--- src/rtl/npu_sigmoid_unit.sv ---
// Activation stage: rescale a Q32.16 accumulator to saturated Q8.8, then apply a
// three-stage shift-add piecewise-linear sigmoid behind a valid/ready handshake.
module npu_sigmoid_unit #(
   parameter int unsigned ACC_SHIFT = 8,
   parameter int unsigned SAT_CNT_W = 16
) (
   input  logic                 CLK,
   input  logic                 npu_rst_n,
   input  logic                 npu_sig_in_valid,
   output logic                 npu_sig_in_ready,
   input  logic [47:0]          npu_sig_acc_in,
   input  logic                 npu_sig_bypass,
   output logic                 npu_sig_out_valid,
   input  logic                 npu_sig_out_ready,
   output logic [15:0]          npu_sig_data_out,
   output logic [SAT_CNT_W-1:0] npu_sig_sat_cnt,
   input  logic                 npu_sig_sat_cnt_clr
);

   logic                 adv;
   logic                 in_xfer;

   logic signed [47:0]   acc_shr;
   logic                 s1_sat_d;
   logic [15:0]          s1_x_d;
   logic [14:0]          s1_mag;
   logic [14:0]          s1_a_d;

   logic                 s1_vld_q, s1_neg_q, s1_byp_q;
   logic [15:0]          s1_x_q;
   logic [14:0]          s1_a_q;

   logic [8:0]           s2_y_d;
   logic                 s2_vld_q, s2_neg_q, s2_byp_q;
   logic [15:0]          s2_x_q;
   logic [8:0]           s2_y_q;

   logic [15:0]          s3_data_d;
   logic                 s3_vld_q;
   logic [15:0]          s3_data_q;

   logic [SAT_CNT_W-1:0] sat_cnt_d, sat_cnt_q;

   // The whole pipeline moves as one; a stalled output freezes every stage.
   assign adv     = !s3_vld_q || npu_sig_out_ready;
   assign in_xfer = npu_sig_in_valid && adv;

   assign acc_shr = $signed(npu_sig_acc_in) >>> ACC_SHIFT;

   always_comb begin
      s1_sat_d = 1'b0;
      s1_x_d   = acc_shr[15:0];
      if (acc_shr > 48'sd32767) begin
         s1_x_d   = 16'h7FFF;
         s1_sat_d = 1'b1;
      end else if (acc_shr < -48'sd32768) begin
         s1_x_d   = 16'h8000;
         s1_sat_d = 1'b1;
      end
      s1_mag = s1_x_d[15] ? (~s1_x_d[14:0] + 15'd1) : s1_x_d[14:0];
      // -32768 has no positive Q8.8 counterpart; fold it onto the largest magnitude.
      s1_a_d = (s1_x_d == 16'h8000) ? 15'h7FFF : s1_mag;
   end

   always_comb begin
      if (s1_a_q >= 15'd1280) begin
         s2_y_d = 9'd256;
      end else if (s1_a_q >= 15'd608) begin
         s2_y_d = 9'(s1_a_q >> 5) + 9'd216;
      end else if (s1_a_q >= 15'd256) begin
         s2_y_d = 9'(s1_a_q >> 3) + 9'd160;
      end else begin
         s2_y_d = 9'(s1_a_q >> 2) + 9'd128;
      end
   end

   always_comb begin
      if (s2_byp_q) begin
         s3_data_d = s2_x_q;
      end else if (s2_neg_q) begin
         s3_data_d = 16'd256 - {7'd0, s2_y_q};
      end else begin
         s3_data_d = {7'd0, s2_y_q};
      end
   end

   always_ff @(posedge CLK or negedge npu_rst_n) begin
      if (!npu_rst_n) begin
         s1_vld_q  <= 1'b0;
         s1_neg_q  <= 1'b0;
         s1_byp_q  <= 1'b0;
         s1_x_q    <= '0;
         s1_a_q    <= '0;
         s2_vld_q  <= 1'b0;
         s2_neg_q  <= 1'b0;
         s2_byp_q  <= 1'b0;
         s2_x_q    <= '0;
         s2_y_q    <= '0;
         s3_vld_q  <= 1'b0;
         s3_data_q <= '0;
      end else if (adv) begin
         s1_vld_q  <= in_xfer;
         s1_neg_q  <= s1_x_d[15];
         s1_byp_q  <= npu_sig_bypass;
         s1_x_q    <= s1_x_d;
         s1_a_q    <= s1_a_d;
         s2_vld_q  <= s1_vld_q;
         s2_neg_q  <= s1_neg_q;
         s2_byp_q  <= s1_byp_q;
         s2_x_q    <= s1_x_q;
         s2_y_q    <= s2_y_d;
         s3_vld_q  <= s2_vld_q;
         s3_data_q <= s3_data_d;
      end
   end

   // Counted at acceptance so downstream stalls never hide a saturation event.
   always_comb begin
      sat_cnt_d = sat_cnt_q;
      if (npu_sig_sat_cnt_clr) begin
         sat_cnt_d = '0;
      end else if (in_xfer && s1_sat_d && (sat_cnt_q != '1)) begin
         sat_cnt_d = sat_cnt_q + 1'b1;
      end
   end

   always_ff @(posedge CLK or negedge npu_rst_n) begin
      if (!npu_rst_n) begin
         sat_cnt_q <= '0;
      end else begin
         sat_cnt_q <= sat_cnt_d;
      end
   end

   assign npu_sig_in_ready  = adv;
   assign npu_sig_out_valid = s3_vld_q;
   assign npu_sig_data_out  = s3_data_q;
   assign npu_sig_sat_cnt   = sat_cnt_q;

endmodule

--- config.mk ---
export PLATFORM = sky130hd
export DESIGN_NAME = npu_sigmoid_unit
export DESIGN_NICKNAME = d
export VERILOG_FILES = /design/src/rtl/npu_sigmoid_unit.sv
export SDC_FILE = /design/constraint.sdc
export NUM_CORES = 1
export LEC_CHECK = 0
export BUFFER_PORTS_ARGS = -buffer_cell sky130_fd_sc_hd__buf_2
export CAP_MARGIN = 20
export CORE_UTILIZATION = 45
export CTS_CLUSTER_SIZE = 10
export DETAILED_ROUTE_END_ITERATION = 8
export MAX_ROUTING_LAYER = met4
export PLACE_DENSITY = 0.68
export SLEW_MARGIN = 0
export SYNTH_ARGS = -nofsm -noshare
export SYNTH_HDL_FRONTEND = slang
export SYNTH_SLANG_ARGS = --single-unit
export TNS_END_PERCENT = 1
--- constraint.sdc ---
create_clock -name CLK -period 2.1 [get_ports CLK]
set_input_delay 0 -clock CLK [delete_from_list [all_inputs] [get_ports CLK]]
set_output_delay 0 -clock CLK [all_outputs]
set_load 0.1 [all_outputs]
==> impl_metrics.prom, run 1 <==
# TYPE chip_impl_metric gauge
chip_impl_metric{name="setup-tns-final",unit="ns"} 0
chip_impl_info{name="timing.critical_path.to_type",value="flop"} 1
chip_impl_metric{name="netlist.area_leader.share",unit="%"} 44.8
chip_impl_metric{name="num-fill-cells",unit=""} 1014
chip_impl_metric{name="worstSkewPairLatency",unit="ns"} 0.35
chip_impl_metric{name="setup_slack",unit="ns"} 0.0269
chip_impl_metric{name="antenna_found_initial",unit=""} 0
chip_impl_metric{name="dpl.hpwl",unit="µm"} 9920
chip_impl_metric{name="syn_avg_cell_area",unit="µm²"} 8.70
chip_impl_metric{name="drv_cap",unit=""} 0
chip_impl_metric{name="multi_input_area",unit="µm²"} 2740
chip_impl_metric{name="post_synth_inst_count",unit=""} 597
chip_impl_info{name="startpoint",value="s1_a_q[13]$_DFFE_PN0N_"} 1
chip_impl_metric{name="final_min_period_over_clock_period",unit="%"} 98.7
chip_impl_metric{name="cts-htree-levels",unit=""} 3
chip_impl_metric{name="floorplan.io_pins",unit=""} 88
chip_impl_metric{name="instances_no_fill",unit=""} 836
chip_impl_metric{name="fin_crit",unit="ns"} 2.07
chip_impl_metric{name="synthDistinctLibCells",unit=""} 63
chip_impl_info{name="hold_ep",value="npu_sig_sat_cnt[13]$_DFFE_PN0P_"} 1
chip_impl_metric{name="switching_share",unit="%"} 45.1
chip_impl_metric{name="via_count_normalized_by_instance_count",unit=""} 5.65
chip_impl_info{name="worst_hold_path_type",value="in2reg"} 1
chip_impl_metric{name="fin_nets",unit=""} 756
chip_impl_metric{name="synth.ff_latch_count",unit=""} 93
chip_impl_metric{name="die_area",unit="µm²"} 12000
chip_impl_metric{name="drc_errors",unit=""} 0
chip_impl_info{name="critical_path_class",value="reg2reg"} 1
chip_impl_metric{name="timing.critical_path.required",unit="ns"} 2.32
chip_impl_info{name="reg2reg_to",value="s2_y_q[2]$_DFFE_PN0N_"} 1
chip_impl_metric{name="leakage",unit="nW"} 2.87
chip_impl_metric{name="synth_fp_nets",unit=""} 662
chip_impl_metric{name="ff2ff_path_depth",unit=""} 6
chip_impl_metric{name="width_of_the_die",unit="µm"} 109
chip_impl_info{name="post-synth-top-area-cell",value="sky130_fd_sc_hd__dfrtp_1"} 1
chip_impl_metric{name="vias_in_the_first_global_route",unit=""} 4492
chip_impl_metric{name="clock_power_share",unit="%"} 23.6
chip_impl_info{name="synth.cells.most_frequent",value="sky130_fd_sc_hd__nand2_1, sky130_fd_sc_hd__dfrtp_1, sky130_fd_sc_hd__nor2_1"} 1
chip_impl_metric{name="worst-path-max-fanout",unit=""} 4
chip_impl_metric{name="vias",unit=""} 4727
chip_impl_metric{name="globalplace.congestion",unit=""} 0.914
chip_impl_metric{name="synthesis.area",unit="µm²"} 5190
chip_impl_metric{name="total_clock_sinks",unit=""} 93
chip_impl_metric{name="setup-violations-final",unit=""} 0
chip_impl_metric{name="power.share.combinational",unit="%"} 38.3
chip_impl_metric{name="synth_sequential_area_ratio",unit="%"} 44.8
chip_impl_metric{name="post_route_cells_drive_above_1_share",unit="%"} 24.4
chip_impl_info{name="worstSetupStartpointType",value="flop"} 1
chip_impl_metric{name="regArea",unit="µm²"} 2330
chip_impl_metric{name="io_buffer_count",unit=""} 79
chip_impl_metric{name="grt_max_degree",unit=""} 83
chip_impl_metric{name="r2r_setup_slack",unit="ns"} 0.03
chip_impl_metric{name="timing.critical_path.arrival",unit="ns"} 2.29
chip_impl_metric{name="synth-edff-count",unit=""} 0
chip_impl_metric{name="final-hold-violation-count",unit=""} 0
chip_impl_metric{name="grt_first_pass_wirelength",unit="µm"} 22600
chip_impl_metric{name="hold_ws",unit="ns"} 0.0456
chip_impl_metric{name="grt_util_all_layers",unit="%"} 25.4
chip_impl_info{name="synth.top_cells.by_area",value="sky130_fd_sc_hd__dfrtp_1, sky130_fd_sc_hd__nand2_1, sky130_fd_sc_hd__nor2_1"} 1
chip_impl_metric{name="asyncSetResetFlopFracSynth",unit="%"} 100
chip_impl_metric{name="p_int",unit="mW"} 3.66
chip_impl_metric{name="pre_cts_slack",unit="ns"} -0.243
chip_impl_metric{name="dp_cells",unit=""} 815
chip_impl_metric{name="power_density",unit="nW/µm²"} 1050
chip_impl_metric{name="finalWirelength",unit="µm"} 13800
chip_impl_metric{name="final.setup_skew",unit="ns"} 0.00856
chip_impl_info{name="rsz0062_at_grt",value="true"} 1
chip_impl_metric{name="n_antenna_cell",unit=""} 0
chip_impl_metric{name="dpl-instance-area",unit="µm²"} 5950
chip_impl_metric{name="power.net_switching",unit="mW"} 3.00
chip_impl_metric{name="route.antenna.remaining_nets",unit=""} 0
chip_impl_metric{name="yosysWarnings",unit=""} 0
chip_impl_metric{name="worst_slew_margin_rel",unit="%"} 59.9
chip_impl_metric{name="timing_worst_slew_pin_value",unit="ns"} 0.602
chip_impl_metric{name="holdPathStages",unit=""} 2
chip_impl_info{name="synthMostInstantiatedCell",value="sky130_fd_sc_hd__nand2_1"} 1
chip_impl_metric{name="finish.instance_area",unit="µm²"} 6350
chip_impl_metric{name="clkTransAtPathRegs",unit="ns"} 0.08
chip_impl_info{name="hp-start",value="npu_sig_sat_cnt_clr"} 1
chip_impl_metric{name="p_total",unit="mW"} 6.66
chip_impl_metric{name="drt_first_iter_violations",unit=""} 252
chip_impl_metric{name="fmaxAchievable",unit="MHz"} 482
chip_impl_metric{name="wl_per_cell",unit="µm"} 16.5
chip_impl_metric{name="start_util",unit="%"} 47.1
chip_impl_metric{name="core_area",unit="µm²"} 11000
chip_impl_metric{name="firstDrtPassIters",unit=""} 4
chip_impl_metric{name="cts_buffer_depth",unit=""} 2
chip_impl_metric{name="grt.overflow.total",unit=""} 0
chip_impl_metric{name="timing.final.max_slew_violations",unit=""} 0
chip_impl_info{name="run_status",value="finished clean"} 1
chip_impl_info{name="clock_tree_from_tritoncts",value="done"} 1
chip_impl_metric{name="die_y",unit="µm"} 109
chip_impl_metric{name="layout.core_utilization",unit="%"} 57.5
chip_impl_metric{name="p_r_area_growth_vs_syn",unit="%"} 22.2
chip_impl_metric{name="std_cell_rows",unit=""} 38
chip_impl_metric{name="power.ir.vdd_worst",unit="V"} 0.00104
chip_impl_info{name="worstReg2RegStart",value="s1_a_q[13]$_DFFE_PN0N_"} 1
chip_impl_metric{name="seqPwrFrac",unit="%"} 38.0
chip_impl_info{name="cts.root.buffer_cell",value="sky130_fd_sc_hd__clkbuf_16"} 1
chip_impl_metric{name="cts_made_buffers",unit=""} 9
chip_impl_info{name="postSynth.topFlopCell",value="sky130_fd_sc_hd__dfrtp_1"} 1
==> layout by cell type (no fill, tap or decap), types with 14 or more instances in the layout <==
master | synthesis | final
sky130_fd_sc_hd__nand2_1 | 121 | 121
sky130_fd_sc_hd__dfrtp_1 | 93 | 87
sky130_fd_sc_hd__buf_2 | 3 | 77
sky130_fd_sc_hd__nor2_1 | 63 | 63
sky130_fd_sc_hd__a21oi_1 | 46 | 43
sky130_fd_sc_hd__buf_4 | 0 | 35
sky130_fd_sc_hd__o21ai_0 | 32 | 32
sky130_fd_sc_hd__nand4_1 | 19 | 19
sky130_fd_sc_hd__inv_1 | 15 | 15
sky130_fd_sc_hd__xor2_1 | 14 | 14
==> cell families (layout without fill, tap and decap cells) <==
family                   count (synthesis)  after routing  share of synthesized area, %
AND/OR/NAND/NOR                        274            274                          25.3
flip-flops                              93             93                          44.8
XOR/XNOR                                21             21                          3.54
buffers and inverters                   52            151                          3.97
adder cells (fa/ha/maj)                 11             11                          2.65
multiplexers                            18             18                          3.52
AO/OA/AOI/OAI                          128            128                          16.2
==> layer usage <==
layer	wire (µm)	track usage [%]	vias up
met4	197	7.33	0
li1	-	-	2278
met1	6410	34.1	2274
met3	643	4.15	17
met5	0	-	-
met2	6540	39.5	158
==> worst max-delay path, cell delays in order (launching register included) <==
cell                       delay, ns
sky130_fd_sc_hd__dfrtp_1        0.38
sky130_fd_sc_hd__or4_4          0.58
sky130_fd_sc_hd__a211oi_4       0.22
sky130_fd_sc_hd__a21boi_4       0.24
sky130_fd_sc_hd__buf_4          0.16
sky130_fd_sc_hd__mux2i_1        0.24
sky130_fd_sc_hd__o221ai_2       0.12
==> cell type report <==
type	count	share of cell area [%]
clock inverter	7	0.926
sequential	93	36.8
inverter	15	0.887
clock buffer	9	3.55
timing repair buffer	120	12.0
tap	140	2.76
multi-input combinational	452	43.1
==> registers in the layout (all words and copies together) (netlist names) <==
register           cells
s2_y_q                 9
s1_a_q                15
s2_x_q                15
s2_byp_q               1
s1_x_q                15
npu_sig_out_valid      1
s1_vld_q               1
npu_sig_data_out      16
s2_neg_q               1
s1_neg_q               1
s2_vld_q               1
npu_sig_sat_cnt       16
s1_byp_q               1
==> timing repair <==
| item | CTS | global route |
|---|---|---|
| endpoints found under the setup margin | 2 | 22 |
| hold buffers | 4 | 0 |
| gates cloned | 0 | 0 |
| gates resized for setup | 1 | 12 |
| pin swaps | 0 | 5 |
| endpoints found under the hold margin | 37 | 0 |
| setup buffers | 0 | 1 |
==> worst max path at each step <==
| stage | to | cells past startpoint | slack (ns) |
|---|---|---|---|
| global placement | s1_a_q[7]$_DFFE_PN0N_ | 12 | -0.13 |
| floorplan | s1_a_q[12]$_DFFE_PN0N_ | 14 | -0.19 |
| finish | s2_y_q[2]$_DFFE_PN0N_ | 6 | 0.03 |
| CTS | s2_y_q[3]$_DFFE_PN0N_ | 6 | -0.01 |
| detailed placement | s1_a_q[4]$_DFFE_PN0N_ | 13 | -0.24 |
| global route | s1_a_q[7]$_DFFE_PN0N_ | 12 | -0.06 |
==> power by group through the flow <==
stage	Clock [mW]	Sequential, mW	Combinational [mW]
after detailed placement	0	2.57	2.55
after floorplan	0	3.55	0.894
after global placement	0	2.55	2.52
final	1.57	2.53	2.55
after global routing	1.68	2.60	2.76
after CTS	1.60	2.54	2.56
Power figures use the tool's default switching activity.
==> run 2, diff against run 1 <==
- ABC_AREA: default -> 1
==> run 2 against run 1 <==
Synthesized cell count up 11%. Register-to-register slack better by 0.09 ns. Maximum frequency up 4.3%. Die area down 2.4%. Critical path depth up 3. Power down 1.1%. Critical endpoint is now s2_y_q[7]$_DFFE_PN0N_. Largest cell class unchanged. Highest routed layer unchanged.
==> impl_metrics.prom, run 2 <==
# TYPE chip_impl_metric gauge
chip_impl_metric{name="drt_first_iter_violations",unit=""} 274
chip_impl_info{name="synthMostInstantiatedCell",value="sky130_fd_sc_hd__nand2_1"} 1
chip_impl_metric{name="asyncSetResetFlopFracSynth",unit="%"} 100
chip_impl_metric{name="syn_avg_cell_area",unit="µm²"} 7.65
chip_impl_metric{name="setup-violations-final",unit=""} 0
chip_impl_metric{name="critical_path_buf_inv_count",unit=""} 2
chip_impl_metric{name="globalplace.congestion",unit=""} 0.854
chip_impl_metric{name="drv_cap",unit=""} 0
chip_impl_metric{name="dpl-instance-area",unit="µm²"} 5730
chip_impl_metric{name="fin_crit",unit="ns"} 1.99
chip_impl_metric{name="via_count_normalized_by_instance_count",unit=""} 5.11
chip_impl_metric{name="grt.overflow.total",unit=""} 0
chip_impl_metric{name="firstDrtPassIters",unit=""} 5
chip_impl_info{name="run_status",value="finished clean"} 1
chip_impl_metric{name="core_area",unit="µm²"} 10900
chip_impl_info{name="post-synth-top-area-cell",value="sky130_fd_sc_hd__dfrtp_1"} 1
chip_impl_metric{name="n_antenna_cell",unit=""} 0
chip_impl_metric{name="std_cell_rows",unit=""} 38
chip_impl_metric{name="worstSkewPairLatency",unit="ns"} 0.36
chip_impl_metric{name="grt_max_degree",unit=""} 71
chip_impl_metric{name="p_r_area_growth_vs_syn",unit="%"} 19.3
chip_impl_metric{name="instances_no_fill",unit=""} 900
chip_impl_metric{name="total_clock_sinks",unit=""} 93
chip_impl_info{name="worstSetupStartpointType",value="flop"} 1
chip_impl_info{name="critical_path.top_delay_family",value="simple AND/OR/NAND/NOR gates"} 1
chip_impl_metric{name="synth.ff_latch_count",unit=""} 93
chip_impl_metric{name="final.setup_skew",unit="ns"} 0.0177
chip_impl_metric{name="timing.critical_path.required",unit="ns"} 2.33
chip_impl_metric{name="fmaxAchievable",unit="MHz"} 503
chip_impl_info{name="crit_path_cell_trace",value="or3_1 -> nor2_1 -> buf_4 -> nand4_1 -> buf_4 -> nand2_1 -> o21ai_0 -> o21ai_0 -> o22ai_1"} 1
chip_impl_metric{name="clock_power_share",unit="%"} 19.1
chip_impl_info{name="synth.cells.most_frequent",value="sky130_fd_sc_hd__nand2_1, sky130_fd_sc_hd__dfrtp_1, sky130_fd_sc_hd__nor2_1"} 1
chip_impl_info{name="final_common_cell",value="sky130_fd_sc_hd__nand2_1"} 1
chip_impl_metric{name="start_util",unit="%"} 46.5
chip_impl_metric{name="seqPwrFrac",unit="%"} 38.5
chip_impl_metric{name="width_of_the_die",unit="µm"} 108
chip_impl_metric{name="die_y",unit="µm"} 108
chip_impl_metric{name="netlist.area_leader.share",unit="%"} 45.9
chip_impl_metric{name="wl_per_cell",unit="µm"} 12.8
chip_impl_metric{name="synth-edff-count",unit=""} 0
chip_impl_metric{name="post_route_cells_drive_above_1_share",unit="%"} 21.4
chip_impl_metric{name="synthDistinctLibCells",unit=""} 41
chip_impl_info{name="synth.top_cells.by_area",value="sky130_fd_sc_hd__dfrtp_1, sky130_fd_sc_hd__nand2_1, sky130_fd_sc_hd__o21ai_0"} 1
chip_impl_metric{name="power.net_switching",unit="mW"} 3.12
chip_impl_metric{name="post_synth_inst_count",unit=""} 662
chip_impl_metric{name="dpl.hpwl",unit="µm"} 8550
chip_impl_info{name="slowest_stage",value="sky130_fd_sc_hd__or3_1"} 1
chip_impl_metric{name="die_area",unit="µm²"} 11700
chip_impl_metric{name="clkTransAtPathRegs",unit="ns"} 0.10
chip_impl_info{name="rsz0062_at_grt",value="true"} 1
chip_impl_metric{name="num-fill-cells",unit=""} 984
chip_impl_info{name="worst_hold_path_type",value="in2reg"} 1
chip_impl_metric{name="cts-htree-levels",unit=""} 3
chip_impl_metric{name="p_total",unit="mW"} 6.59
chip_impl_metric{name="p_int",unit="mW"} 3.47
chip_impl_metric{name="timing.critical_path.arrival",unit="ns"} 2.22
chip_impl_metric{name="grt_util_all_layers",unit="%"} 21.7
chip_impl_metric{name="power.share.combinational",unit="%"} 42.4
chip_impl_metric{name="dp_cells",unit=""} 876
chip_impl_metric{name="worst_slew_margin_rel",unit="%"} 52.7
chip_impl_metric{name="floorplan.io_pins",unit=""} 88
chip_impl_metric{name="drc_errors",unit=""} 0
chip_impl_metric{name="fin_nets",unit=""} 820
chip_impl_info{name="postSynth.topFlopCell",value="sky130_fd_sc_hd__dfrtp_1"} 1
chip_impl_metric{name="synth_sequential_area_ratio",unit="%"} 45.9
chip_impl_metric{name="power.ir.vdd_worst",unit="V"} 0.00103
chip_impl_metric{name="yosysWarnings",unit=""} 0
chip_impl_metric{name="worst-path-max-fanout",unit=""} 18
chip_impl_metric{name="io_buffer_count",unit=""} 79
chip_impl_metric{name="finalWirelength",unit="µm"} 11500
chip_impl_info{name="clock_tree_from_tritoncts",value="done"} 1
chip_impl_metric{name="antenna_found_initial",unit=""} 0
chip_impl_metric{name="cts_buffer_depth",unit=""} 2
chip_impl_info{name="final_cell_mix",value="sky130_fd_sc_hd__nand2_1, sky130_fd_sc_hd__dfrtp_1, sky130_fd_sc_hd__buf_2"} 1
chip_impl_metric{name="timing.final.max_slew_violations",unit=""} 0
chip_impl_info{name="critical_path_class",value="reg2reg"} 1
chip_impl_metric{name="cts_made_buffers",unit=""} 9
chip_impl_metric{name="timing_worst_slew_pin_value",unit="ns"} 0.709
chip_impl_metric{name="leakage",unit="nW"} 2.96
chip_impl_metric{name="vias_in_the_first_global_route",unit=""} 4215
chip_impl_metric{name="final-hold-violation-count",unit=""} 0
chip_impl_metric{name="grt_first_pass_wirelength",unit="µm"} 19600
chip_impl_metric{name="vias",unit=""} 4595
chip_impl_info{name="cts.root.buffer_cell",value="sky130_fd_sc_hd__clkbuf_8"} 1
chip_impl_info{name="timing.critical_path.to_type",value="flop"} 1
chip_impl_metric{name="finish.instance_area",unit="µm²"} 6040
chip_impl_metric{name="switching_share",unit="%"} 47.3
chip_impl_metric{name="worst_path_largest_cell_delay",unit="ns"} 0.43
chip_impl_metric{name="final_min_period_over_clock_period",unit="%"} 94.6
chip_impl_metric{name="synthesis.area",unit="µm²"} 5070
chip_impl_metric{name="route.antenna.remaining_nets",unit=""} 0
chip_impl_metric{name="power_density",unit="nW/µm²"} 1090
chip_impl_metric{name="synth_fp_nets",unit=""} 727
[run 2: cell type report]
cell class	instances	area (µm²)	share of cell area, %
clock buffer	9	124	2.05
clock inverter	7	88.8	1.47
inverter	67	251	4.16
multi-input combinational	476	2390	39.6
sequential	93	2340	38.7
tap	140	175	2.90
timing repair buffer	108	671	11.1
[run 2: through the flow]
stage,TNS (ns),worst slack [ns],utilization [%],hold WS [ns]
6_report,0,0.113,55.5,0.0141
5_1_grt,-0.0209,-0.0184,55.5,0.0191
4_1_cts,0,0.0257,55.1,0.00513
3_5_place_dp,0,0.0458,52.6,-0.0162
3_3_place_gp,0,0.145,52.6,-0.0212
2_1_floorplan,-0.286,-0.104,-,-0.296
[run 2: repair_timing]
item | in CTS | in global routing
gates resized for setup | 0 | 10
hold buffers | 6 | 0
setup endpoints to repair | 0 | 16
hold endpoints to repair | 78 | 0
setup buffers | 0 | 2
[run 2: final timing paths]
| check | from | to | cells past startpoint | slack [ns] |
|---|---|---|---|---|
| worst min register to register | s2_vld_q$_DFFE_PN0N_ | npu_sig_out_valid$_DFFE_PN0N_ | 2 | 0.46 |
| max in group asynchronous | npu_rst_n | s2_x_q[10]$_DFFE_PN0N_ | 3 | 1.33 |
| worst max-delay path | s1_a_q[12]$_DFFE_PN0N_ | s2_y_q[7]$_DFFE_PN0N_ | 9 | 0.11 |
| min in group asynchronous | npu_rst_n | s2_x_q[5]$_DFFE_PN0N_ | 2 | 0.12 |
| worst max register to register | s1_a_q[12]$_DFFE_PN0N_ | s2_y_q[7]$_DFFE_PN0N_ | 9 | 0.11 |
| worst min-delay path | npu_sig_acc_in[10] | s1_a_q[2]$_DFFE_PN0N_ | 4 | 0.01 |
[run 2: worst reg2reg max path, delay by kind of cell (launching register included)]
kind            cells  cell delay [ns]
flops               1             0.39
buf+inv             2             0.32
simple gates        4             0.72
compound gates      3             0.42
[run 2: metal layers]
metal | vias up | part of all wire, % | GRT usage [%]
met2 | 127 | 46 | 33.4
met3 | 13 | 3.8 | 3.19
met4 | 0 | 1.3 | 6.75
met1 | 2113 | 49 | 29.6
met5 | - | 0 | -
li1 | 2342 | - | -
[run 2: kinds of logic (layout without fill, tap and decap cells)]
kind of cell | count (synthesis) | after routing | synth area share [%]
AO/OA/AOI/OAI | 155 | 155 | 17.9
flip-flops | 93 | 93 | 45.9
buffers and inverters | 93 | 191 | 7.43
XOR/XNOR | 9 | 9 | 1.56
AND/OR/NAND/NOR | 301 | 301 | 24.5
adder cells (fa/ha/maj) | 11 | 11 | 2.72
[run 2: power by group through the flow]
stage	registers [mW]	clock network [mW]	logic, mW
floorplan	3.66	0	1.06
global placement	2.56	0	2.74
detailed placement	2.57	0	2.78
CTS	2.53	1.29	2.80
global route	2.60	1.37	3.03
finish	2.54	1.26	2.80
